**src/rtl/tx_packet_queue_if.sv**
```systemverilog
// Handshake bundle for tx_packet_queue: two prioritised producers in, one release port out.
// master = producer/serializer side, slave = queue side.
interface tx_packet_queue_if #(parameter int W = 40);
  logic [W-1:0] a_data;
  logic         a_valid;
  logic         a_ready;
  logic [W-1:0] b_data;
  logic         b_valid;
  logic         b_ready;
  logic [W-1:0] out_data;
  logic         out_valid;

  modport master (
    output a_data, a_valid, b_data, b_valid,
    input  a_ready, b_ready, out_data, out_valid
  );

  modport slave (
    input  a_data, a_valid, b_data, b_valid,
    output a_ready, b_ready, out_data, out_valid
  );
endinterface

```
**src/rtl/tx_packet_queue.sv**
```systemverilog
// Packet FIFO released one entry per tick, RELEASE_DELAY+1 cycles after the tick; a beats b, ready = !full.
// Optional saturating loss counter enabled by defining TX_QUEUE_LOSS_COUNT_EN.
module tx_packet_queue #(
  parameter int DEPTH         = 4,
  parameter int RELEASE_DELAY = 2
) (
  input  logic                   clk,
  input  logic                   rst_n,
  tx_packet_queue_if.slave       bus,
  input  logic                   tick,
  input  logic                   data_loss,
  output logic [$clog2(DEPTH):0] level,
  output logic                   loss_seen,
  output logic [7:0]             loss_count
);

  localparam int AW = $clog2(DEPTH);
  localparam int LW = AW + 1;
  localparam logic [LW-1:0] FULL_LVL = LW'(DEPTH);
  localparam logic [5:0]    DLY      = 6'(RELEASE_DELAY);

  localparam logic [1:0] S_IDLE  = 2'd0;
  localparam logic [1:0] S_DELAY = 2'd1;
  localparam logic [1:0] S_ISSUE = 2'd2;

  logic [39:0]   r_mem [DEPTH];
  logic [AW-1:0] r_wr_ptr;
  logic [AW-1:0] r_rd_ptr;
  logic [LW-1:0] r_level;
  logic [1:0]    r_state;
  logic [5:0]    r_cnt;
  logic          r_out_vld;
  logic [39:0]   r_out_dat;
  logic          r_rdy_en;
  logic          r_loss_seen;

  logic          w_full;
  logic          w_push_a;
  logic          w_push_b;
  logic          w_push;
  logic          w_pop;
  logic          w_eval;
  logic [39:0]   w_push_dat;

  assign w_full     = (r_level == FULL_LVL);
  assign w_push_a   = bus.a_valid && bus.a_ready;
  assign w_push_b   = bus.b_valid && bus.b_ready;
  assign w_push     = w_push_a || w_push_b;
  assign w_push_dat = w_push_a ? bus.a_data : bus.b_data;
  assign w_pop      = r_out_vld;

  // Decision point: end of the delay window (or the tick itself when there is no delay).
  assign w_eval = ((r_state == S_IDLE) && tick && (DLY == 6'd0)) ||
                  ((r_state == S_DELAY) && (r_cnt == DLY));

  always_ff @(posedge clk) begin
    if (rst_n && w_push) begin
      r_mem[r_wr_ptr] <= w_push_dat;
    end
  end

  always_ff @(posedge clk) begin
    if (!rst_n) begin
      r_wr_ptr    <= '0;
      r_rd_ptr    <= '0;
      r_level     <= '0;
      r_state     <= S_IDLE;
      r_cnt       <= '0;
      r_out_vld   <= 1'b0;
      r_out_dat   <= '0;
      r_rdy_en    <= 1'b0;
      r_loss_seen <= 1'b0;
    end else begin
      r_rdy_en <= 1'b1;
      if (data_loss) r_loss_seen <= 1'b1;

      if (w_push) r_wr_ptr <= r_wr_ptr + AW'(1);
      if (w_pop)  r_rd_ptr <= r_rd_ptr + AW'(1);
      case ({w_push, w_pop})
        2'b10:   r_level <= r_level + LW'(1);
        2'b01:   r_level <= r_level - LW'(1);
        default: r_level <= r_level;
      endcase

      r_out_vld <= 1'b0;
      if (w_eval) begin
        if (r_level != '0) begin
          r_state   <= S_ISSUE;
          r_out_vld <= 1'b1;
          r_out_dat <= r_mem[r_rd_ptr];
        end else begin
          r_state <= S_IDLE;
        end
      end else begin
        case (r_state)
          S_IDLE:  if (tick) begin
                     r_state <= S_DELAY;
                     r_cnt   <= 6'd1;
                   end
          S_DELAY: r_cnt   <= r_cnt + 6'd1;
          S_ISSUE: r_state <= S_IDLE;
          default: r_state <= S_IDLE;
        endcase
      end
    end
  end

`ifdef TX_QUEUE_LOSS_COUNT_EN
  logic [7:0] r_loss_count;
  always_ff @(posedge clk) begin
    if (!rst_n) begin
      r_loss_count <= 8'd0;
    end else if (data_loss && (r_loss_count != 8'hFF)) begin
      r_loss_count <= r_loss_count + 8'd1;
    end
  end
  assign loss_count = r_loss_count;
`else
  assign loss_count = 8'd0;
`endif

  assign bus.a_ready   = r_rdy_en && !w_full;
  assign bus.b_ready   = r_rdy_en && !w_full && !bus.a_valid;
  assign bus.out_data  = r_out_dat;
  assign bus.out_valid = r_out_vld;
  assign level         = r_level;
  assign loss_seen     = r_loss_seen;

endmodule

```
**src/flat_wrapper.sv**
```systemverilog
// flat-port wrapper written by rule: the top's interface ports become plain ports
module tx_packet_queue_flat 
#(
  parameter int DEPTH         = 4,
  parameter int RELEASE_DELAY = 2
)
  (clk, rst_n, tick, data_loss, level, loss_seen, loss_count, bus_a_data, bus_a_valid, bus_b_data, bus_b_valid, bus_a_ready, bus_b_ready, bus_out_data, bus_out_valid);
  tx_packet_queue_if bus_i ();
  input  logic clk;
  input  logic rst_n;
  input  logic tick;
  input  logic data_loss;
  output logic [$clog2(DEPTH):0] level;
  output logic loss_seen;
  output logic [7:0] loss_count;
  input wire logic [$bits(bus_i.a_data)-1:0] bus_a_data;
  input wire logic [$bits(bus_i.a_valid)-1:0] bus_a_valid;
  input wire logic [$bits(bus_i.b_data)-1:0] bus_b_data;
  input wire logic [$bits(bus_i.b_valid)-1:0] bus_b_valid;
  output wire logic [$bits(bus_i.a_ready)-1:0] bus_a_ready;
  output wire logic [$bits(bus_i.b_ready)-1:0] bus_b_ready;
  output wire logic [$bits(bus_i.out_data)-1:0] bus_out_data;
  output wire logic [$bits(bus_i.out_valid)-1:0] bus_out_valid;
  assign bus_i.a_data = bus_a_data;
  assign bus_i.a_valid = bus_a_valid;
  assign bus_i.b_data = bus_b_data;
  assign bus_i.b_valid = bus_b_valid;
  assign bus_a_ready = bus_i.a_ready;
  assign bus_b_ready = bus_i.b_ready;
  assign bus_out_data = bus_i.out_data;
  assign bus_out_valid = bus_i.out_valid;
  tx_packet_queue #(.DEPTH(DEPTH), .RELEASE_DELAY(RELEASE_DELAY)) u_core (.clk(clk), .rst_n(rst_n), .bus(bus_i), .tick(tick), .data_loss(data_loss), .level(level), .loss_seen(loss_seen), .loss_count(loss_count));
endmodule
```
**config.mk**
```make
export PLATFORM = sky130hd
export DESIGN_NAME = tx_packet_queue_flat
export DESIGN_NICKNAME = d
export VERILOG_FILES = /design/src/rtl/tx_packet_queue_if.sv /design/src/rtl/tx_packet_queue.sv /design/src/flat_wrapper.sv
export SDC_FILE = /design/constraint.sdc
export NUM_CORES = 1
export LEC_CHECK = 0
export BUFFER_PORTS_ARGS = -buffer_cell sky130_fd_sc_hd__clkbuf_2
export CAP_MARGIN = 30
export CORE_MARGIN = 2
export CORE_UTILIZATION = 51
export DETAILED_ROUTE_END_ITERATION = 10
export HOLD_SLACK_MARGIN = 0.05
export PLACE_DENSITY = 0.76
export SYNTH_ARGS = -nofsm -noshare
export SYNTH_HDL_FRONTEND = slang
export SYNTH_SLANG_ARGS = --single-unit
```
**constraint.sdc**
```tcl
create_clock -name clk -period 2.4 [get_ports clk]
set_input_delay 0.48 -clock clk [delete_from_list [all_inputs] [get_ports clk]]
set_output_delay 0.48 -clock clk [all_outputs]
set_load 0.03 [all_outputs]
```
# Yosys cells after proc, flatten, opt, wreduce, memory -nomap -nowiden

Memory sizes are Yosys's and may differ from the RTL's. A register that Yosys moved wholly into a read port is not among the register bits.
Index checks and enable logic that the tools add are counted.

$add $sub $neg: 5
Equality and inequality tests: 8
Multiplexer cells: 12
Bitwise operators: 1
Reductions and logical operators: 18

Operator list:

| operator            | count |
|---|---|
| $mux 40             | 1 |
| $pmux 6 s2          | 1 |
| $add 6x1->6 const B | 1 |
| $eq 6x2->1 const B  | 1 |
| $logic_and 1x1->1   | 6 |
| $mux 2              | 3 |
| $mux 6              | 1 |
| $pmux 3 s2          | 1 |
| $reduce_and 2->1    | 3 |
| $add 2x1->2 const B | 2 |
| $eq 2x1->1 const B  | 2 |
| $mux 1              | 4 |
| $pmux 2 s2          | 1 |
| $reduce_bool 2->1   | 2 |
| $add 3x1->3 const B | 1 |
| $eq 3x3->1 const B  | 1 |
| $logic_not 1->1     | 3 |
| $ne 3x2->1 const B  | 1 |
| $reduce_and 3->1    | 1 |
| $reduce_bool 3->1   | 1 |
| $sub 3x1->3 const B | 1 |
| $eq 2x2->1 const B  | 1 |
| $logic_not 2->1     | 1 |
| $ne 2x1->1 const B  | 1 |
| other kinds (3)     | 3 |

Bits in registers: 18
RAM bits: 160
Bits of input ports: 86
Output and inout port bits: 55
Logic and storage cells: 53
Memories kept: 1

Memories:

| memory       | words | width | read ports | clocked after memory_dff | write ports | RTL line              | RTL |
|---|---|---|---|---|---|---|---|
| u_core.r_mem | 4     | 40    | 1          | 1                        | 1           | tx_packet_queue.sv:26 | `logic [39:0] r_mem [DEPTH];` |

# Logic depth before layout (Yosys ltp)

Gate-level depths: netlist of the first run.

Depth in word-level cells: 9
Depth in mapped cells: 9
Mapped depth without buffers: 9

# Worst setup path after synthesis of the first run

Ideal clock, no wire load.

Kind: input to register
Start point: input port rst_n
End point: memory u_core.r_mem[3][0], enable pin
Library setup time: 401 ps
Arrival time: 2,093 ps
Data required time: 1,999 ps
Setup slack: -94 ps
Stages: 3
Path buffers: 2
Cell sequence: clkbuf_1 buf_1 and3_1

Longest elaborated chain between the ends: 3

Ends and longest elaborated chain:

| element                      | RTL line              | RTL |
|---|---|---|
| start, declared              | flat_wrapper.sv:10    | `input logic rst_n;` |
| $logic_and 1x1->1            | tx_packet_queue.sv:57 | `if (rst_n && w_push) begin` |
| $mux 1                       | tx_packet_queue.sv:57 |  |
| $mux 1 (implied by the code) | tx_packet_queue.sv:58 | `r_mem[r_wr_ptr] <= w_push_dat;` |
| end, declared                | tx_packet_queue.sv:26 |  |

No other way between the ends.

# Worst setup path in the final report of the first run

Start point: register u_core.r_level[2], in the netlist u_core.level[2]
End point: register u_core.r_level[2], in the netlist u_core.level[2]

Longest elaborated chain between the ends: 8
Elaborated cells on any way between the ends: 13
Classes of those cells: 2 x add/sub; 3 x eq/ne; 1 x mux; 7 x reduce/logical

Ends and longest elaborated chain:

| element                                         | RTL line                                       | RTL |
|---|---|---|
| start, declared                                 | tx_packet_queue.sv:29                          | `logic [LW-1:0] r_level;` |
| start signal, assigned                          | tx_packet_queue.sv:80                          | `2'b10: r_level <= r_level + LW'(1);` |
| start signal, assigned                          | tx_packet_queue.sv:81                          | `2'b01: r_level <= r_level - LW'(1);` |
| start signal, assigned                          | tx_packet_queue.sv:82                          | `default: r_level <= r_level;` |
| $eq 3x3->1                                      | tx_packet_queue.sv:45                          | `assign w_full = (r_level == FULL_LVL);` |
| $logic_not 1->1                                 | tx_packet_queue.sv:122, tx_packet_queue.sv:123 |  |
| $logic_and 1x1->1                               | tx_packet_queue.sv:122, tx_packet_queue.sv:123 |  |
| $logic_and 1x1->1                               | tx_packet_queue.sv:123                         | `assign bus.b_ready = r_rdy_en && !w_full && !bus.a_valid;` |
| $logic_and 1x1->1                               | tx_packet_queue.sv:47                          | `assign w_push_b = bus.b_valid && bus.b_ready;` |
| $logic_or 1x1->1                                | tx_packet_queue.sv:48                          | `assign w_push = w_push_a \|\| w_push_b;` |
| $eq 2x1->1 or $eq 2x2->1 (tied branches)        | tx_packet_queue.sv:79                          | `case ({w_push, w_pop})` |
| $pmux 3 s2 or $reduce_bool 2->1 (tied branches) | n/a                                            |  |

Several ways; a longest one is shown, not always the timed one.
A chain may end at the register's enable or synchronous reset.

==> key figures, run 1 <==
Run status
  – Status: finished clean

Setup path
  – Crit path DAT: 2.70 ns
  – Worst R2R Start: u_core.level[2]$_SDFFE_PN0P_
  – Crit Path Max Fanout: 5
  – Reg2reg setup slack: 0.11 ns
  – Worst Setup EP: u_core.level[2]$_SDFFE_PN0P_
  – R2R Path End: u_core.level[2]$_SDFFE_PN0P_
  – CP Launch Type: flip-flop
  – CP Class: reg2reg
  – Data required time at the worst endpoint: 2.80 ns
  – Worst Setup SP: u_core.level[2]$_SDFFE_PN0P_
  – Crit end category: flip-flop
  – R2R depth: 9

Finish
  – # diodes: 0
  – Share of layout cells above drive strength 1: 42.3%
  – Final nets: 744
  – Layout area overhead: 18.8%
  – Fillers: 1257
  – Fin util: 61.5%
  – Final non-filler cell area: 10500 sq um

Clock network
  – Clock Latency Late Sink: 0.49 ns
  – Register clock-pin slew on the reported worst setup and hold paths: 0.06 ns
  – H-tree Lvls: 1
  – Clock sink count: 218
  – Total CTS buffers: 21
  – CTS tree: built
  – Root Driver: clkbuf_16
  – CTS Hold Bufs: 0
  – Max clock buf depth: 3

Routing
  – First drt pass iteration count: 4
  – Detailed Route Iter0 Violations: 307
  – Final wirelength: 18300 um
  – Avg WL per Cell: 20.5 um
  – Vias per cell: 5.81
  – DR vias: 5167
  – Antenna viol nets, final: 0
  – Number of remaining DRC errors: 0

Yosys
  – Cell count after synthesis: 512
  – Synth Cell Area: 8860 sq um
  – Yosys cell types: 44
  – #FFs+latches synth: 218
  – EDFF count, synth: 160
  – Asr flop ratio synth: 0%
  – Synth Flop Type: edfxtp_1
  – Yosys warning count: 0
  – Avg Inst Size Synth: 17.3 sq um
  – Seq/Total Area, Yosys: 67.3%

STA
  – Fmax: 0.436 GHz
  – Unrepaired setup endpoints after global routing: false
  – Minimum clock period: 2.29 ns
  – Max_slew headroom: 64.9%
  – Sum Neg Setup Slack: 0 ns
  – Period utilisation layout: 95.5%
  – Worst-Margin Slew: 0.527 ns
  – Final hold slack: 0.207 ns
  – Final hold vios: 0
  – Clock Skew: 0.00988 ns
  – Count of pins over their slew limit: 0
  – # setup viols final: 0

Power
  – P_sw: 1.64 mW
  – Net switching fraction of the power: 20.6%
  – Comb power frac: 6.6%
  – Flop pwr share: 52.3%
  – P_int: 6.35 mW
  – Pleak: 4.16 nW
  – Total Power: 8.00 mW
  – Clock power frac: 41.1%
  – Cell Pwr Density: 760 nW/um^2
  – Max VDD drop: 521 uV

GRT
  – Antenna violations before repair: 0
  – First-pass GRT wire length: 28000 um
  – Gr ovfl total: 0
  – All-layer global routing usage: 19.9%
  – Largest net degree at the start of global routing: 43
  – Vias in the first global route: 5287

Floorplanning
  – # IOs: 141
  – Die Span X: 136 um
  – FP Rows: 48
  – Total die area: 18400 sq um
  – Die Y: 136 um
  – Starting Density: 51.8%
  – Core Area: 17100 sq um

Min path
  – Hold Path Class: in2reg
  – Worst Hold Depth: 3

Placed design
  – GPL Wtd Cong: 0.742
  – Dpl hpwl: 11000 um
  – Placed cell area: 9810 sq um
  – Port Buffers: 132

Job
  – Max Cap Viol: 0
==> kinds of logic after synthesis <==
family	Yosys count	share of synthesized area [%]
flip-flops	218	67.3
multiplexers	82	15.5
adder cells (fa/ha/maj)	8	1.21
buffers and inverters	57	3.30
XOR/XNOR	4	0.395
other	1	0.0423
AO/OA/AOI/OAI	99	9.42
AND/OR/NAND/NOR	43	2.85
==> critical path, stage by stage (launching register included) <==
cell,delay (ns)
dfxtp_2,0.37
or3b_4,0.41
o211a_1,0.15
inv_1,0.06
ha_2,0.18
inv_1,0.06
fa_2,0.36
xor2_1,0.16
or3_1,0.31
a21oi_1,0.16
==> layout by cell type (no fill, tap or decap), types with 2 or more instances in the layout <==
cell,synthesis,final
o311a_1,41,41
clkbuf_1,23,6
conb_1,1,8
xor2_1,3,3
nor2b_1,2,2
clkbuf_2,0,132
nor3b_1,2,2
and3_2,0,4
dfxtp_1,58,54
nor2_1,10,10
clkbuf_16,0,21
nand2_1,9,9
a21oi_1,4,4
buf_4,8,19
dfxtp_2,0,3
edfxtp_1,160,160
ha_1,7,6
buf_12,0,4
o21ai_0,4,4
mux4_2,40,40
clkinv_1,0,3
mux2i_1,2,2
a21o_1,41,41
bufinv_16,0,3
nand3_1,4,3
o211a_1,2,2
clkbuf_8,0,2
mux2_2,40,40
inv_1,10,10
==> power groups by stage <==
stage	sequential [mW]	clock, mW	combinational, mW
after global routing	4.19	3.50	0.569
after floorplan	4.27	0	0.317
after global placement	4.25	0	0.498
final	4.18	3.29	0.528
after CTS	4.18	3.34	0.527
after detailed placement	4.26	0	0.523
==> final cells by class <==
type,instances,area (sq um),share of cell area (%)
clock buffer,29,576,5.47
clock inverter,9,123,1.16
inverter,10,37.5,0.357
multi-input combinational,244,2650,25.2
sequential,218,5970,56.7
tap,225,282,2.67
timing repair buffer,155,883,8.39
==> per-stage QoR <==
step           setup slack [ns]  std cells
4_1_cts                  0.0235        889
6_report                  0.109        890
3_3_place_gp              0.133        851
5_1_grt                 0.00365        890
2_1_floorplan           0.00830        519
3_5_place_dp            -0.0209        851
==> synth_stat cells (2+ instances only) <==
cell	n	area, sq um
a21o_1	41	308
a21oi_1	4	20.0
and3_1	5	31.3
buf_1	2	7.51
buf_2	9	45.0
buf_4	8	60.1
buf_6	5	56.3
clkbuf_1	23	86.3
dfxtp_1	58	1160
edfxtp_1	160	4800
ha_1	7	87.6
inv_1	10	37.5
mux2_2	40	450
mux2i_1	2	20.0
mux4_2	40	901
nand2_1	9	33.8
nand3_1	4	20.0
nor2_1	10	37.5
nor2b_1	2	12.5
nor3b_1	2	15.0
o211a_1	2	20.0
o21ai_0	4	20.0
o311a_1	41	410
or3b_2	2	17.5
xor2_1	3	26.3
==> worst min path at each step <==
stage                                                from                              end  slack [ns]
after floorplan           u_core.r_wr_ptr[1]$_SDFFE_PN0P_  u_core.r_wr_ptr[1]$_SDFFE_PN0P_        0.47
after global placement      u_core.loss_seen$_SDFFE_PN0P_    u_core.loss_seen$_SDFFE_PN0P_        0.45
after detailed placement    u_core.loss_seen$_SDFFE_PN0P_    u_core.loss_seen$_SDFFE_PN0P_        0.46
after CTS                                       data_loss    u_core.loss_seen$_SDFFE_PN0P_        0.19
after global routing                            data_loss    u_core.loss_seen$_SDFFE_PN0P_        0.23
final                                           data_loss    u_core.loss_seen$_SDFFE_PN0P_        0.21
==> flip-flops by register name, indices dropped and copies added (netlist names) <==
register / flops
u_core.bus.out_data: 40
u_core.bus.out_valid: 1
u_core.level: 3
u_core.loss_seen: 1
u_core.r_cnt: 6
u_core.r_mem: 160
u_core.r_rd_ptr: 2
u_core.r_rdy_en: 1
u_core.r_state: 2
u_core.r_wr_ptr: 2
==> what timing repair did <==
action	4_1_cts	5_1_grt
gates resized for setup	1	2
buffers inserted	0	1
setup endpoints to repair	1	1
endpoints found under the hold margin	0	0
==> metal layers <==
| layer | GRT usage [%] | wire length (um) | vias up |
|---|---|---|---|
| li1 | - | - | 2314 |
| met1 | 25.6 | 7240 | 2672 |
| met2 | 35.4 | 9840 | 159 |
| met3 | 2.68 | 913 | 22 |
| met4 | 5.96 | 281 | 0 |
| met5 | 0 | 0 | - |
Note: power is estimated with default switching activity, not from simulation.
==> run 2: changes to the inputs <==
CORE_UTILIZATION = 55   (was 51)
PLACE_DENSITY = 0.78   (was 0.76)
TNS_END_PERCENT = 20   (was unset)
clock period = 2.8 ns   (was 2.4 ns; I/O delays follow)
==> run 2 against run 1 <==
Clock skew is 0.0041 ns higher. Largest power group unchanged. Non-clock buffer count decreased by 8. Clock-buffer cell count up 1. Worst hold slack better by 0.085 ns. Wire length increased by 2.1%. Total power is 11% lower. Global-route usage rose by 2.3 points. Cell count fell by 1.7%. Flip-flop and latch count unchanged.
==> key figures, run 2 (same netlist as run 1, synthesis figures left out) <==
Run status
  – Status: finished clean (unchanged)

Floorplanning
  – Total die area: 17100 sq um (was 18400 sq um)
  – Die Span X: 131 um (was 136 um)
  – Die Y: 131 um (was 136 um)
  – FP Rows: 46 (was 48)
  – Core Area: 15800 sq um (was 17100 sq um)
  – Starting Density: 56.0% (was 51.8%)
  – # IOs: 141 (unchanged)

Clock network
  – CTS resizes: 0 (was 1)
  – Clock sink count: 218 (unchanged)
  – Max clock buf depth: 3 (unchanged)
  – Root Driver: clkbuf_16 (unchanged)
  – Total CTS buffers: 22 (was 21)
  – CTS tree: built (unchanged)
  – H-tree Lvls: 1 (unchanged)
  – Post-CTS Setup Inserts: 0 (unchanged)
  – CTS Hold Bufs: 0 (unchanged)
  – Clock Latency Late Sink: 0.50 ns (was 0.49 ns)
  – Register clock-pin slew on the reported worst setup and hold paths: 0.06 ns (about the same)

GRT
  – Largest net degree at the start of global routing: 56 (was 43)
  – Gr ovfl total: 0 (unchanged)
  – First-pass GRT wire length: 28700 um (was 28000 um)
  – Vias in the first global route: 5476 (was 5287)
  – Antenna violations before repair: 0 (unchanged)
  – All-layer global routing usage: 22.2% (was 19.9%)

Placed design
  – Dpl hpwl: 10800 um (was 11000 um)
  – Port Buffers: 132 (unchanged)
  – Placed Instances: 835 (was 851)
  – Post-placement setup slack: 0.246 ns (was -0.0209 ns)
  – Placed cell area: 9760 sq um (was 9810 sq um)
  – GPL Wtd Cong: 0.700 (was 0.742)

Routing
  – DR vias: 5174 (was 5167)
  – First drt pass iteration count: 6 (was 4)
  – Avg WL per Cell: 21.3 um (was 20.5 um)
  – Final wirelength: 18700 um (was 18300 um)
  – Vias per cell: 5.91 (was 5.81)
  – Antenna viol nets, final: 0 (unchanged)
  – Number of remaining DRC errors: 0 (unchanged)
  – Detailed Route Iter0 Violations: 441 (was 307)

Min path
  – Hold Path Class: in2reg (unchanged)

STA
  – Unrepaired setup endpoints after global routing: false (unchanged)
  – Final hold vios: 0 (unchanged)
  – Final hold slack: 0.292 ns (was 0.207 ns)
  – Period utilisation layout: 90.6% (was 95.5%)
  – Minimum clock period: 2.54 ns (was 2.29 ns)
  – Worst-Margin Slew: 0.677 ns (was 0.527 ns)
  – Fmax: 0.394 GHz (was 0.436 GHz)
  – Clock Skew: 0.0140 ns (was 0.00988 ns)
  – Setup ws final: 0.263 ns (was 0.109 ns)
  – # setup viols final: 0 (unchanged)
  – Max_slew headroom: 54.9% (was 64.9%)
  – Count of pins over their slew limit: 0 (unchanged)
  – Sum Neg Setup Slack: 0 ns (unchanged)

Power
  – Pleak: 4.15 nW (was 4.16 nW)
  – Cell Pwr Density: 674 nW/um^2 (was 760 nW/um^2)
  – Total Power: 7.09 mW (was 8.00 mW)
  – Max VDD drop: 666 uV (was 521 uV)

Finish
  – # diodes: 0 (unchanged)
  – Reg with most FFs: u_core.r_mem (unchanged)
  – Final non-filler cell area: 10500 sq um (about the same)
  – Final nets: 737 (was 744)
  – Share of layout cells above drive strength 1: 41.6% (was 42.3%)
  – Final std cells w/o fill: 875 (was 890)
  – Fin util: 66.5% (was 61.5%)
  – Layout area overhead: 18.7% (was 18.8%)
  – Most common cell after layout, fill and taps aside: edfxtp_1 (unchanged)
  – Max reg flops: 160 (unchanged)
  – Most frequent cells in the layout: 160 x edfxtp_1, 132 x clkbuf_2, 56 x dfxtp_1 (was 160 x edfxtp_1, 132 x clkbuf_2, 54 x dfxtp_1)

Job
  – Max Cap Viol: 0 (unchanged)

Setup path
  – CP Launch Type: flip-flop (unchanged)
  – Crit end category: flip-flop (unchanged)
  – Reg2reg setup slack: 0.26 ns (was 0.11 ns)
  – CP Class: reg2reg (unchanged)
  – Crit path DAT: 2.96 ns (was 2.70 ns)
  – Data required time at the worst endpoint: 3.22 ns (was 2.80 ns)
  – Crit Path Max Fanout: 7 (was 5)
[run 2: cell count changes in the layout (fill, tap and decap cells not counted), sizes merged]
cell,previous run,this run
inv,11,10
clkbuf,161,162
clkinv,4,5
buf,23,15
bufinv,3,4
[run 2: final timing paths]
path,start,end,cells after the start
setup / recovery,u_core.level[2]$_SDFFE_PN0P_,u_core.level[2]$_SDFFE_PN0P_,9
hold / removal,data_loss,u_core.loss_seen$_SDFFE_PN0P_,3
setup reg to reg,u_core.level[2]$_SDFFE_PN0P_,u_core.level[2]$_SDFFE_PN0P_,9
hold reg to reg,u_core.loss_seen$_SDFFE_PN0P_,u_core.loss_seen$_SDFFE_PN0P_,2
[run 2: layout make-up]
| cell class | count | area [sq um] |
|---|---|---|
| clock inverter | 10 | 153 |
| tap | 216 | 270 |
| timing repair buffer | 147 | 836 |
| inverter | 10 | 37.5 |
| fill | 1095 | 5300 |
| multi-input combinational | 244 | 2650 |
| clock buffer | 30 | 612 |
| sequential | 218 | 5970 |
[run 2: critical path: stages (launching register included)]
cell and delay [ns]:
dfxtp_1 0.40, or3b_2 0.50, o211a_1 0.24, inv_1 0.09, ha_1 0.18, inv_1 0.06, fa_1 0.38, xor2_1 0.16
or3_1 0.30, a21oi_1 0.15
[run 2: per-layer routing]
| layer | up-vias | part of all wire [%] | global-route usage (%) |
|---|---|---|---|
| met2 | 213 | 53 | 38.6 |
| met5 | - | 0 | 0 |
| met3 | 42 | 5.5 | 3.34 |
| met1 | 2612 | 40 | 28.6 |
| met4 | 0 | 2.5 | 8.26 |
| li1 | 2307 | - | - |
[run 2: power by group]
group / switching, mW / leakage [nW] / internal (mW)
registers: 0.0288 / 1.92 / 3.55
logic: 0.279 / 1.85 / 0.163
clock network: 1.16 / 0.374 / 1.90
==> run 3: changes to the inputs <==
CORE_MARGIN = 3   (was 2)
CORE_UTILIZATION = 51   (was 55)
PLACE_DENSITY = 0.76   (was 0.78)
clock period = 2.2 ns   (was 2.8 ns; I/O delays follow)
==> run 3 against run 2 <==
Core utilization decreased by 3.7 points. Design area increased by 0.33%. First-iteration DRC count decreased by 15%. Combinational power increased by 35%. Register-to-register slack got worse by 0.20 ns. Critical path depth decreased by 4. Cell count increased by 1.8%.
==> key figures, run 3 (same netlist as run 1, synthesis figures left out) <==
Finish
  – Share of layout cells above drive strength 1: 43.7% (was 41.6%)
  – Final nets: 751 (was 737)
  – Most common cell after layout, fill and taps aside: edfxtp_1 (unchanged)
  – Layout area overhead: 19.1% (was 18.7%)
  – Final std cells w/o fill: 891 (was 875)
  – Max reg flops: 160 (unchanged)
  – # diodes: 0 (unchanged)
  – Reg with most FFs: u_core.r_mem (unchanged)
  – Fillers: 1234 (was 1095)
  – Multi-input logic area: 2660 sq um (was 2650 sq um)
  – Most frequent cells in the layout: 160 x edfxtp_1, 131 x clkbuf_2, 53 x dfxtp_1 (was 160 x edfxtp_1, 132 x clkbuf_2, 56 x dfxtp_1)
  – Reg area: 5970 sq um (about the same)

Power
  – Pleak: 4.18 nW (was 4.15 nW)
  – Flop pwr share: 53.0% (was 50.5%)
  – Clock power frac: 40.0% (was 43.2%)
  – Max VDD drop: 457 uV (was 666 uV)
  – Net switching fraction of the power: 21.5% (was 20.7%)
  – P_sw: 1.85 mW (was 1.47 mW)
  – P_int: 6.75 mW (was 5.62 mW)
  – Cell Pwr Density: 814 nW/um^2 (was 674 nW/um^2)
  – Comb power frac: 7.0% (was 6.2%)

STA
  – Fmax: 0.458 GHz
  – Period utilisation layout: 99.2%
  – Final hold slack: 0.168 ns (was 0.292 ns)
  – Sum Neg Setup Slack: 0 ns (unchanged)
  – Clock Skew: 0.00773 ns (was 0.0140 ns)
  – # setup viols final: 0 (unchanged)
  – Minimum clock period: 2.18 ns
  – Final hold vios: 0 (unchanged)
  – Unrepaired setup endpoints after global routing: true (was false)
  – Count of pins over their slew limit: 0 (unchanged)

Routing
  – Avg WL per Cell: 21.1 um (was 21.3 um)
  – Antenna viol nets, final: 0 (unchanged)
  – Final wirelength: 18800 um (was 18700 um)
  – First drt pass iteration count: 4 (was 6)
  – Number of remaining DRC errors: 0 (unchanged)
  – Detailed Route Iter0 Violations: 373 (was 441)
  – Routed met1 length: 7420 um (was 7370 um)
  – Highest Signal Layer: met4 (unchanged)
  – DR vias: 5184 (was 5174)
  – Wire length on met2: 10000 um (was 9800 um)
  – DR WL met3: 1090 um (was 1020 um)
  – Vias per cell: 5.82 (was 5.91)

Floorplanning
  – Starting Density: 52.7% (was 56.0%)
  – Die Y: 138 um (was 131 um)
  – Core Area: 16800 sq um (was 15800 sq um)
  – Total die area: 19000 sq um (was 17100 sq um)
  – FP Rows: 47 (was 46)
  – Die Span X: 138 um (was 131 um)
  – # IOs: 141 (unchanged)

Setup path
  – Crit path max-delay cell type: or3b_4 (was or3b_2)
  – Max incr delay on CP: 0.39 ns (was 0.50 ns)
  – Reg2reg setup slack: 0.06 ns (was 0.26 ns)
  – Data required time at the worst endpoint: 1.76 ns (was 3.22 ns)
  – CP Cell Sequence: or3b_4 -> buf_6 -> and2_4 -> nor2b_1 -> buf_4 (was or3b_2 -> o211a_1 -> inv_1 -> ha_1 -> inv_1 -> fa_1 -> xor2_1 -> or3_1 -> a21oi_1)
  – CP Class: reg2out (was reg2reg)
  – Crit path DAT: 1.74 ns (was 2.96 ns)
  – Crit end category: primary output (was flip-flop)
  – Crit Path Max Fanout: 2 (was 7)
  – CP Launch Type: flip-flop (unchanged)

Clock network
  – Root Driver: clkbuf_16 (unchanged)
  – Register clock-pin slew on the reported worst setup and hold paths: 0.06 ns (about the same)
  – Total CTS buffers: 21 (was 22)
  – Max clock buf depth: 3 (unchanged)
  – CTS tree: built (unchanged)
  – Clock Latency Late Sink: 0.49 ns (was 0.50 ns)
  – H-tree Lvls: 1 (unchanged)
  – Clock sink count: 218 (unchanged)

Placed design
  – Placed Instances: 852 (was 835)
  – GPL Wtd Cong: 0.754 (was 0.700)
  – Dpl hpwl: 11300 um (was 10800 um)
  – Port Buffers: 132 (unchanged)

GRT
  – All-layer global routing usage: 19.6% (was 22.2%)
  – Vias in the first global route: 5416 (was 5476)
  – Gr ovfl total: 0 (unchanged)
  – Largest net degree at the start of global routing: 43 (was 56)
  – Antenna violations before repair: 0 (unchanged)
  – First-pass GRT wire length: 28500 um (was 28700 um)

Min path
  – Hold Path Class: in2reg (unchanged)

Run status
  – Status: finished clean (unchanged)

Job
  – Max Cap Viol: 0 (unchanged)
-- run 3: changes by cell type in the layout (fill, tap and decap cells not counted), sizes merged --
cell      before  now
buf           15   31
clkbuf       162  154
clkinv         5   10
bufinv         4    2
clkinvlp       1    2
-- run 3: what timing repair did --
action | 4_1_cts | 5_1_grt
setup buffers | 0 | 2
cloned | 0 | 0
endpoints found under the hold margin | 0 | 0
hold buffers | 0 | 0
pin swaps | 1 | 2
resized for setup | 6 | 4
endpoints found under the setup margin | 3 | 3
-- run 3: layout make-up --
type / count / area share [%]
Clock buffer: 23 / 5.05
Clock inverter: 14 / 1.22
Inverter: 10 / 0.355
Multi-Input combinational cell: 244 / 25.2
Tap cell: 220 / 2.61
Timing Repair Buffer: 162 / 9.04
Sequential cell: 218 / 56.6
-- run 3: worst max-delay path, delay by kind of cell, from the launching register on --
kind,cells,cell delay (ns)
simple gates,3,0.65
flops,1,0.32
buf+inv,2,0.29
-- run 3: per-stage QoR --
step           power [mW]  setup slack [ns]  util [%]  instance area (sq um)
2_1_floorplan        5.00            -0.237         -                   8890
3_3_place_gp         5.20            0.0303      58.7                   9860
3_5_place_dp         5.23           -0.0535      58.7                   9860
4_1_cts              8.66          -0.00540      62.7                  10500
5_1_grt              8.86           -0.0177      62.8                  10600
6_report             8.60            0.0175      62.8                  10600
-- run 3: per-layer routing --
metal / vias up / global-route usage (%)
li1: 2334 / -
met1: 2643 / 24.8
met2: 188 / 34.8
met3: 19 / 2.85
met4: 0 / 6.15
met5: - / 0
-- run 3: final timing paths --
path	from	endpoint	depth (start not counted)
worst max-delay path	u_core.level[0]$_SDFFE_PN0P_	bus_b_ready	5
worst min-delay path	data_loss	u_core.loss_seen$_SDFFE_PN0P_	3
worst max register to register	u_core.level[0]$_SDFFE_PN0P_	u_core.level[2]$_SDFFE_PN0P_	9
worst min register to register	u_core.loss_seen$_SDFFE_PN0P_	u_core.loss_seen$_SDFFE_PN0P_	2
-- run 3: power groups by stage --
stage               clock [mW]  sequential [mW]  combinational, mW
finish                    3.44             4.56              0.600
detailed placement           0             4.64              0.590
global placement             0             4.64              0.563
CTS                       3.51             4.56              0.596
global route              3.65             4.56              0.646
floorplan                    0             4.66              0.345
